<file path="config.mk">
export PLATFORM = sky130hd
export DESIGN_NAME = prbs_chk_itu_o150
export DESIGN_NICKNAME = d
export VERILOG_FILES = /design/src/rtl/prbs_chk_itu_o150.sv
export SDC_FILE = /design/constraint.sdc
export NUM_CORES = 1
export LEC_CHECK = 0
export ABC_CLOCK_PERIOD_IN_PS = 17800
export BUFFER_PORTS_ARGS = -buffer_cell sky130_fd_sc_hd__buf_2
export CORE_ASPECT_RATIO = 0.8
export CORE_UTILIZATION = 63
export DETAILED_ROUTE_END_ITERATION = 6
export PLACE_DENSITY = 0.95
export SLEW_MARGIN = 15
export SYNTH_ARGS = -nofsm -noshare
export SYNTH_HDL_FRONTEND = slang
export SYNTH_SLANG_ARGS = --single-unit
</file>
<file path="constraint.sdc">
create_clock -name clk -period 17.8 [get_ports clk]
set_input_delay 1.78 -clock clk [delete_from_list [all_inputs] [get_ports clk]]
set_output_delay 1.78 -clock clk [all_outputs]
set_load 0.05 [all_outputs]
</file>
<file path="src/rtl/prbs_chk_itu_o150.sv">
// Parallel PRBS9 (x^9+x^5+1) checker: self-syncs, locks, counts bit errors.
// Optional input inversion (port iinv) when PRBS_CHK_INV_EN is defined.
module prbs_chk_itu_o150 #(
  parameter int DATW   = 64,
  parameter int STA0   = 9,
  parameter int TAP    = 5,
  parameter int LCK_N  = 4,
  parameter int ULK_N  = 4,
  parameter int BAD_TH = 8
) (
  input  logic                       clk,
  input  logic                       rstn,
  input  logic                       ivld,
  input  logic [DATW-1:0]            idat,
`ifdef PRBS_CHK_INV_EN
  input  logic                       iinv,
`endif
  input  logic                       iclr,
  output logic                       olock,
  output logic                       oerr_beat,
  output logic [$clog2(DATW+1)-1:0]  oerr_num,
  output logic [31:0]                oerr_cnt
);

  localparam int NW = $clog2(DATW+1);
  localparam int CW = $clog2(LCK_N+1);
  localparam int UW = $clog2(ULK_N+1);

  localparam logic [1:0] S_HUNT = 2'd0;
  localparam logic [1:0] S_SYNC = 2'd1;
  localparam logic [1:0] S_LOCK = 2'd2;

  logic [1:0]      st_q, st_d;
  logic [STA0-1:0] ref_q, ref_d;
  logic [CW-1:0]   cln_q, cln_d;
  logic [UW-1:0]   bad_q, bad_d;
  logic            olock_q, olock_d;
  logic            oerr_beat_q, oerr_beat_d;
  logic [NW-1:0]   oerr_num_q, oerr_num_d;
  logic [31:0]     oerr_cnt_q, oerr_cnt_d;

  logic [DATW-1:0]      d;
  logic [DATW-1:0]      e;
  logic [DATW-1:0]      x;
  logic [STA0+DATW-1:0] w;
  logic [NW-1:0]        errn;
  logic [STA0-1:0]      seed;
  logic [STA0-1:0]      adv;
  logic                 seed_ok;
  logic                 bad_bt;
  logic [32:0]          sum;

  // received data, optionally inverted
  always_comb begin
`ifdef PRBS_CHK_INV_EN
    d = iinv ? ~idat : idat;
`else
    d = idat;
`endif
  end

  // expected beat unrolled from ref; ref[STA0-1] is the latest bit
  always_comb begin
    w = '0;
    w[STA0-1:0] = ref_q;
    for (int i = 0; i < DATW; i++) begin
      w[STA0+i] = w[i] ^ w[STA0+i-TAP];
    end
    e = w[STA0+DATW-1:STA0];
    x = d ^ e;
    errn = '0;
    for (int i = 0; i < DATW; i++) begin
      errn = errn + NW'(x[i]);
    end
    seed    = d[DATW-1:DATW-STA0];
    adv     = e[DATW-1:DATW-STA0];
    seed_ok = |seed;
    bad_bt  = errn >= NW'(BAD_TH);
    sum     = {1'b0, oerr_cnt_q} + 33'(errn);
  end

  // sync state machine and error accounting
  always_comb begin
    st_d        = st_q;
    ref_d       = ref_q;
    cln_d       = cln_q;
    bad_d       = bad_q;
    oerr_beat_d = 1'b0;
    oerr_num_d  = oerr_num_q;
    oerr_cnt_d  = oerr_cnt_q;
    if (ivld) begin
      unique case (1'b1)
        (st_q == S_HUNT): begin
          if (seed_ok) begin
            ref_d = seed;
            cln_d = '0;
            st_d  = S_SYNC;
          end
        end
        (st_q == S_SYNC): begin
          if (errn == '0) begin
            ref_d = adv;
            if (cln_q == CW'(LCK_N-1)) begin
              cln_d = '0;
              bad_d = '0;
              st_d  = S_LOCK;
            end else begin
              cln_d = cln_q + 1'b1;
            end
          end else if (seed_ok) begin
            ref_d = seed;
            cln_d = '0;
          end else begin
            cln_d = '0;
            st_d  = S_HUNT;
          end
        end
        (st_q == S_LOCK): begin
          ref_d       = adv;
          oerr_num_d  = errn;
          oerr_beat_d = errn != '0;
          oerr_cnt_d  = sum[32] ? 32'hFFFF_FFFF : sum[31:0];
          if (bad_bt) begin
            if (bad_q == UW'(ULK_N-1)) begin
              bad_d = '0;
              st_d  = S_HUNT;
            end else begin
              bad_d = bad_q + 1'b1;
            end
          end else begin
            bad_d = '0;
          end
        end
        default: st_d = S_HUNT;
      endcase
    end
    if (iclr) begin
      oerr_cnt_d = '0;
    end
    olock_d = st_d == S_LOCK;
  end

  // state and output registers
  always_ff @(posedge clk or negedge rstn) begin
    if (!rstn) begin
      st_q        <= S_HUNT;
      ref_q       <= '0;
      cln_q       <= '0;
      bad_q       <= '0;
      olock_q     <= 1'b0;
      oerr_beat_q <= 1'b0;
      oerr_num_q  <= '0;
      oerr_cnt_q  <= '0;
    end else begin
      st_q        <= st_d;
      ref_q       <= ref_d;
      cln_q       <= cln_d;
      bad_q       <= bad_d;
      olock_q     <= olock_d;
      oerr_beat_q <= oerr_beat_d;
      oerr_num_q  <= oerr_num_d;
      oerr_cnt_q  <= oerr_cnt_d;
    end
  end

  assign olock     = olock_q;
  assign oerr_beat = oerr_beat_q;
  assign oerr_num  = oerr_num_q;
  assign oerr_cnt  = oerr_cnt_q;

endmodule

</file>
### After elaboration in Yosys (flattened, before gate mapping)

Index checks and enable logic that the tools add are counted.
Widths: inputs -> output; s select.

| word-level totals | value |
|---|---|
| latch bits | 0 |
| logic and storage cells | 188 |
| output and inout bits | 41 |
| input port bits | 68 |
| ROM bits | 0 |
| memories kept | 0 |
| bits in writable memories | 0 |
| bits in registers | 58 |

| cells by class | value |
|---|---|
| equal/unequal tests | 8 |
| shift-type cells | 0 |
| reduce and logical (&&, ||, !) cells | 14 |
| multiplexer cells | 26 |
| add/sub/neg operators | 66 |
| bitwise gates (word level) | 65 |
| divide/modulo/power cells | 0 |
| multipliers | 0 |
| $lt $le $gt $ge | 1 |

Operator list:

| operator | count |
|---|---|
| $add 7x1->7 | 57 |
| $mux 32 | 4 |
| $xor 1x1->1 | 64 |
| $xor 64x64->64 | 1 |
| $add 32x7->33 | 1 |
| $pmux 9 s3 | 1 |
| $mux 3 | 7 |
| $mux 9 | 2 |
| $mux 2 | 7 |
| $pmux 3 s2 | 2 |
| $reduce_or 9->1 | 1 |
| $reduce_bool 2->1 | 4 |
| $add 6x1->7 | 1 |
| $ge 7x4->1 const B | 1 |
| $logic_not 7->1 | 1 |
| $reduce_bool 7->1 | 1 |
| $add 3x1->3 const B | 2 |
| $add 5x1->6 | 1 |
| $eq 3x2->1 const B | 2 |
| $pmux 2 s3 | 1 |
| $reduce_and 2->1 | 3 |
| $add 4x1->5 | 1 |
| $add 3x1->4 | 1 |
| $eq 2x2->1 const B | 2 |
| other kinds (10) | 12 |

### Logic depth before layout (Yosys ltp)

Gate-level depths: netlist of run 1.

| depth | value |
|---|---|
| word-level depth | 82 |
| gate-level depth with buffers | 37 |
| depth with buffers taken out | 35 |

### Worst setup path after synthesis of run 1

Ideal clock, no wire load.

| timing path | value |
|---|---|
| path kind | in2reg |
| from | input idat[35] |
| to | register oerr_cnt_q[17], in the netlist oerr_cnt[17] |
| cell stages on the path | 33 |
| setup time | 120 ps |
| path buffers | 1 |
| data arrival time | 9389 ps |
| data required time | 17680 ps |
| slack | 8291 ps |
| cell sequence | xor2_1 -> xnor2_1 -> xnor2_1 -> xnor2_1 -> fa_1 -> fa_1 -> inv_1 -> fa_1 -> fa_1 -> inv_1 -> fa_1 -> fa_1 -> inv_1 -> fa_1 -> fa_1 -> inv_1 -> ha_1 -> inv_1 -> fa_1 -> nand2b_1 -> o2bb2ai_2 -> nor2b_1 -> nor2_1 -> o21bai_1 -> ha_1 -> nand2_1 -> nor4b_4 -> and3_1 -> a311oi_4 -> buf_2 -> nand4_1 -> mux2i_1 -> nor2_1 |

| between the ends | value |
|---|---|
| cells in the longest elaborated chain, start to end | 35 |

Ends and longest elaborated chain:

| what | line | RTL |
|---|---|---|
| start: declaration | 14 | `input logic [DATW-1:0] idat,` |
| $xor 64x64->64 | 70 | `x = d ^ e;` |
| $add 7x1->7 (29 in series) | 73 | `errn = errn + NW'(x[i]);` |
| named net errn[6] | 46 | `logic [NW-1:0] errn;` |
| $add 32x7->33 | 79 | `sum = {1'b0, oerr_cnt_q} + 33'(errn);` |
| $mux 32 | 122 | `oerr_cnt_d = sum[32] ? 32'hFFFF_FFFF : sum[31:0];` |
| $mux 32 | 92 | `unique case (1'b1)` |
| $mux 32 | 91 | `if (ivld) begin` |
| $mux 32 | 137 | `if (iclr) begin` |
| end signal: assignment | 162 | `oerr_cnt_q <= oerr_cnt_d;` |
| end: declaration | 40 | `logic [31:0] oerr_cnt_q, oerr_cnt_d;` |

The timed path passes the listed nets, and every way through them passes these cells. The select of a mux whose other input is x is not followed.
A chain may end at the register's enable or synchronous reset.

### Final worst setup path of run 1

| timing path | value |
|---|---|
| from | register ref_q[5] |
| to | register oerr_cnt_q[21], in the netlist oerr_cnt[21] |

| between the ends | value |
|---|---|
| cells in the longest elaborated chain, start to end | 70 |
| elaborated cells on any way between the ends | 120 |

Ends and longest elaborated chain:

| what | line | RTL |
|---|---|---|
| start: declaration | 34 | `logic [STA0-1:0] ref_q, ref_d;` |
| start signal: assignment | 156 | `ref_q <= ref_d;` |
| $xor 1x1->1 | 67 | `w[STA0+i] = w[i] ^ w[STA0+i-TAP];` |
| $xor 64x64->64 * | 70 |  |
| $add 1x1->2 | 73 |  |
| $add 2x1->3 | 73 |  |
| $add 3x1->4 | 73 |  |
| $add 4x1->5 | 73 |  |
| $add 5x1->6 | 73 |  |
| $add 6x1->7 | 73 |  |
| $add 7x1->7 (56 in series) | 73 |  |
| $add 7x1->7 * | 73 |  |
| named net errn[6] | 46 |  |
| $add 32x7->33 * | 79 |  |
| $mux 32 * | 122 |  |
| $mux 32 * | 92 |  |
| $mux 32 * | 91 |  |
| $mux 32 * | 137 |  |

Mark *: on every way through the listed nets, which the timed path passes. The rest lies on a longest branch. The select of a mux whose other input is x is not followed.

==> results of run 1 <==
[path summary, 6_finish.rpt]
path | from | endpoint | slack (ps)
min | oerr_num[0] | oerr_num[0] | 480
max reg2reg | ref_q[5] | oerr_cnt[21] | 7220
max in group asynchronous | rstn | oerr_cnt[30] | 15690
min reg2reg | oerr_num[0] | oerr_num[0] | 480
min in group asynchronous | rstn | oerr_cnt[18] | 1600
max | ref_q[5] | oerr_cnt[21] | 7220
[layout by cell type (no fill, tap or decap), types with 9 or more instances in the layout]
master / count
buf_2: 108
inv_1: 51
ha_1: 26
o21ai_0: 12
a21oi_1: 14
xor2_1: 43
dfrtp_1: 58
nor2_1: 35
fa_1: 55
and3_1: 12
xnor2_1: 102
a221o_1: 9
nand3_1: 10
clkbuf_16: 9
nor3_1: 15
nand2_1: 34
[per-layer routing]
metal	global-route usage, %	vias to the layer above	part of all wire [%]
met5	0	-	0
met1	42.9	2622	39
met2	55.3	322	49
met4	15.6	0	3.6
li1	-	2340	-
met3	7.98	82	8.3
[state kept, by name, indices dropped and copies added (netlist names)]
name / flops
oerr_cnt: 32
ref_q: 9
oerr_num: 7
bad_q: 3
cln_q: 3
st_q: 2
oerr_beat: 1
olock: 1
[worst max-delay path: cells and delay by family (launching register included)]
family	cells	cell delay, ps
AOI/OAI and AO/OA	4	1120
xor gates and xnor gates	6	1730
adders and majority gates	11	4990
buffers and inverters	6	360
DFF	1	680
and+or+nand+nor	8	1530
[layout make-up]
class | count | share of cell area, %
Clock buffer | 12 | 3.46
Clock inverter | 4 | 1.32
Inverter | 52 | 2.64
Multi-Input combinational cell | 498 | 63.2
Sequential cell | 58 | 19.6
Tap cell | 136 | 2.30
Timing Repair Buffer | 110 | 7.50
[cells by family after synthesis]
kind of cell,after synthesis,share of synthesized area [%]
XOR/XNOR,154,22.7
AND/OR/NAND/NOR,154,13.1
AO/OA/AOI/OAI,99,12.7
adder cells (fa/ha/maj),84,22.5
buffers and inverters,77,5.55
flip-flops,58,22.4
multiplexers,7,1.16
[stage by stage]
stage | cell area, sq um | worst slack (ps) | hold slack, ps | std cells
final | 7400 | 7220 | 476 | 870
after global routing | 7400 | 6900 | 505 | 870
after CTS | 7400 | 7300 | 483 | 870
after detailed placement | 7050 | 7240 | 470 | 854
after global placement | 7050 | 7520 | 454 | 854
after floorplan | 6490 | 8290 | 449 | 633
==> impl_metrics.py, run 1 <==
metrics = {
    "synth": {
        "synth-seq-area-share_pct": 22.4,
        "syn_inst": 633,
        "synthTopCellsByArea": "dfrtp_1 (22%), fa_1 (17%), xnor2_1 (14%), xor2_1 (5.8%), ha_1 (5.0%)",
        "synthesis.nets": 782,
        "synth.top_cell.area_share_pct": 22.4,
        "synth_edf_count": 0,
        "synth_commonest_cells": "xnor2_1 (102), dfrtp_1 (58), fa_1 (55)",
        "synth_area_sq_mm": 0.00649,
        "yosys.area.top_type": "dfrtp_1",
        "yosys_most_used_dff": "dfrtp_1",
        "synth.avg_cell_area_sq_um": 10.3,
        "yosys_warnings": 0,
        "synth.distinct_cells": 73,
        "ys_seq_elements": 58,
        "yosysMostFrequentCell": "xnor2_1",
        "synthArstFlopShare_pct": 100,
    },
    "layout": {
        "multi_input_area_sq_mm": 0.00468,
        "drive_above_1_share_pct": 22.8,
        "n_antenna_cell": 0,
        "fin_util_pct": 75.5,
        "seq_area_sq_mm": 0.00145,
        "fill_cells": 639,
        "syn2layout_area_growth_pct": 14.1,
        "nets": 878,
    },
    "worst_setup_path": {
        "worstSetupPathType": "flip-flop to flip-flop",
        "max_stage_delay_ps": 710,
        "cp_common_cell": "fa_1",
        "crit_fanout": 16,
        "crit_slowest_cell": "a311oi_4",
        "start_kind": "flip-flop",
        "arrival_ps": 10760,
        "end_kind": "flip-flop",
        "required_ps": 17980,
        "reg2reg_depth": 35,
    },
    "timing": {
        "worst-slew-pin-transition_ps": 1180,
        "period_needed_ps": 10580,
        "slew_violations": 0,
        "fin_crit_sh_pct": 59.4,
        "final_hold_viol_count": 0,
        "skew_ps": 6.72,
        "setup_tns_ps": 0,
        "fmax_ghz": 0.0945,
        "rsz0062_at_grt": "false",
        "setup_violations": 0,
        "slew_headroom_pct": 21.2,
    },
    "clocking": {
        "hold_buffers": 0,
        "clk_transition_reported_paths_ps": 50,
        "clockBufferDepth": 2,
        "cts_tree": "built",
        "cts.sinks": 58,
        "post_cts_buffers": 0,
        "cts_made_buffers": 9,
        "insertion_delay_ps": 330,
        "clock-root-buffer": "clkbuf_16",
        "ctsResizeCount": 0,
        "cts_max_level": 3,
    },
    "floorplanning": {
        "start_util_pct": 66.2,
        "rows": 32,
        "die_w_microns": 115,
        "ios": 109,
        "die_h_microns": 92.8,
        "dieArea_sq_mm": 0.0107,
        "core_sq_mm": 0.00981,
    },
    "detailed_routing": {
        "routed_wl_microns": 17100,
        "drtPass1Iterations": 5,
        "detail-route-antenna-nets": 0,
        "route.detailed.drc": 0,
        "drt_iter0_drc": 579,
        "vias": 5366,
        "routed_via_density": 6.17,
        "routedWlPerCell_microns": 19.7,
    },
    "flow_run": {
        "maxCapViolCount": 0,
    },
    "grt": {
        "antenna_found_initial": 0,
        "grt_pass1_vias": 5490,
        "grt_max_degree": 59,
        "gr-total-overflow": 0,
        "gr-usage-all-layers_pct": 34.0,
        "grt_pass1_wl_microns": 27400,
    },
    "min_path": {
        "hold_path_class": "flip-flop to flip-flop",
        "hold_path_depth": 2,
    },
    "place": {
        "io_buffers": 108,
        "hpwl_microns": 13200,
        "gp_congestion": 0.892,
    },
    "status": {
        "status": "finished, final reports clean",
    },
}
Power of run 1 is left out: the tool's default activity adds up to more than one toggle a clock period on the data nets, which glitch-free logic cannot reach.
==> run 2: changes to the inputs <==
Settings changed: ABC_CLOCK_PERIOD_IN_PS 17800 to 8950, CORE_UTILIZATION 63 to 53, PLACE_DENSITY 0.95 to 0.9.
Clock period 17.8 ns to 8.95 ns, I/O delays scaled along.
==> run 2 against run 1 <==
Compared with the run above: the flow now finishes with violations (negative setup slack); die area is 18% higher; hold slack lost 4.2 ps; fmax up 14%; flip-flop and latch count did not move; largest cell class unchanged; cell count increased by 9.0%; sequential share of layout area decreased by 1.8 points; register-to-register slack got worse by 7500 ps; global-route usage decreased by 5.0 points; routed wire length rose by 26%; via count is 12% higher; clock-buffer cell count rose by 1; setup slack got worse by 7500 ps.
==> impl_metrics.py, run 2 (synthesis gave the netlist of run 1 again) <==
metrics = {
    "timing": {
        "setup_tns_ps": -3350,
        "fmax_ghz": 0.108,
        "period_needed_ps": 9240,
        "fin_crit_sh_pct": 103,
        "skew_ps": 9.62,
        "whs_ps": 472,
        "setup_violations": 31,
        "rsz0062_at_grt": "true",
        "worst-slew-pin-transition_ps": 855,
        "final_hold_viol_count": 0,
        "slew_violations": 0,
        "setup_slack_ps": -291,
        "slew_headroom_pct": 43.0,
    },
    "worst_setup_path": {
        "arrival_ps": 9410,
        "worstSetupPathType": "flip-flop to flip-flop",
        "end_kind": "flip-flop",
        "cp_top_family": "adder cells",
        "cp_common_cell": "fa_1",
        "crit_fanout": 8,
        "crit_slowest_cell": "fa_2",
        "max_stage_delay_ps": 580,
        "crit_buf_inv": 7,
        "required_ps": 9120,
        "start_kind": "flip-flop",
    },
    "floorplanning": {
        "core_sq_mm": 0.0117,
        "die_h_microns": 101,
        "start_util_pct": 55.3,
        "die_w_microns": 126,
        "ios": 109,
        "rows": 35,
        "dieArea_sq_mm": 0.0127,
    },
    "layout": {
        "largest_register_ffs": 32,
        "final_common_cell": "buf_2",
        "n_antenna_cell": 0,
        "final_cell_mix": "buf_2 (108), xnor2_1 (93), buf_4 (56)",
        "nets": 944,
        "drive_above_1_share_pct": 35.5,
        "syn2layout_area_growth_pct": 26.2,
    },
    "clocking": {
        "cts_max_level": 3,
        "hold_buffers": 0,
        "clock-root-buffer": "clkbuf_16",
        "clk_transition_reported_paths_ps": 50,
        "insertion_delay_ps": 340,
        "cts.sinks": 58,
        "clockBufferDepth": 2,
        "cts_tree": "built",
        "cts_made_buffers": 9,
    },
    "flow_run": {
        "maxCapViolCount": 0,
    },
    "grt": {
        "antenna_found_initial": 0,
        "grt_pass1_vias": 5583,
        "gr-total-overflow": 0,
        "grt_max_degree": 59,
        "gr-usage-all-layers_pct": 29.0,
        "grt_pass1_wl_microns": 28000,
    },
    "status": {
        "failed_checks": "negative setup slack",
        "status": "complete, but fails checks",
    },
    "place": {
        "io_buffers": 108,
        "dpl_worst_slack_ps": -67.7,
        "gp_congestion": 0.940,
        "hpwl_microns": 13200,
    },
    "detailed_routing": {
        "drtPass1Iterations": 5,
        "drt_iter0_drc": 669,
        "routed_wl_microns": 21600,
        "route.detailed.drc": 0,
        "detail-route-antenna-nets": 0,
        "routedWlPerCell_microns": 22.8,
        "routed_via_density": 6.36,
        "vias": 6031,
    },
    "min_path": {
        "hold_path_class": "flip-flop to flip-flop",
    },
}
-- run 2: cell count changes in the layout (fill, tap and decap cells not counted), moves of 4 or more --
| cell | change |
|---|---|
| inv_2 | +7 |
| dfrtp_1 | -5 |
| inv_1 | -7 |
| xnor2_2 | +7 |
| buf_6 | +11 |
| dfrtp_2 | +5 |
| xnor2_1 | -9 |
| buf_4 | +54 |
| a21oi_2 | +4 |
| a21oi_1 | -5 |
| xor2_1 | -4 |
-- run 2: path summary, 6_finish.rpt --
| path | startpoint | to | cells past startpoint | slack [ps] |
|---|---|---|---|---|
| setup / recovery | ref_q[3] | oerr_cnt[6] | 34 | -290 |
| hold / removal | oerr_num[3] | oerr_num[3] | 2 | 470 |
| setup reg to reg | ref_q[3] | oerr_cnt[6] | 34 | -290 |
| hold reg to reg | oerr_num[3] | oerr_num[3] | 2 | 470 |
| max in group asynchronous | rstn | ref_q[6] | 2 | 7690 |
| min in group asynchronous | rstn | ref_q[5] | 2 | 720 |
-- run 2: stage by stage --
step	area, sq um	util [%]	instances
floorplan	6500	-	633
global placement	7380	62.9	906
detailed placement	7380	62.9	906
CTS	7750	66.1	927
global route	8190	69.8	948
finish	8190	69.8	948
-- run 2: layout make-up --
cell class	count	area (sq um)
multi-input combinational	498	4980
fill	738	3550
sequential	58	1460
timing repair buffer	176	1100
clock buffer	13	250
inverter	52	195
tap	148	185
clock inverter	3	15.0
-- run 2: timing repair --
action | 4_1_cts | 5_1_grt
resized for setup | 10 | 62
gates cloned | 0 | 0
endpoints found under the setup margin | 23 | 44
buffers inserted | 5 | 22
pin swaps | 5 | 67
-- run 2: worst min-delay path: cells and delay by family (launching register included) --
family | cells | cell delay (ps)
and+or+nand+nor | 2 | 100
DFF | 1 | 340
-- run 2: routing by layer --
layer / vias up / track usage (%) / wire [microns]
met5: - / 0 / 0
met4: 0 / 15.9 / 1220
met1: 2901 / 34.9 / 7900
met2: 510 / 47.9 / 10200
li1: 2479 / - / -
met3: 141 / 7.64 / 2270
Power of run 2 is left out for the same reason.
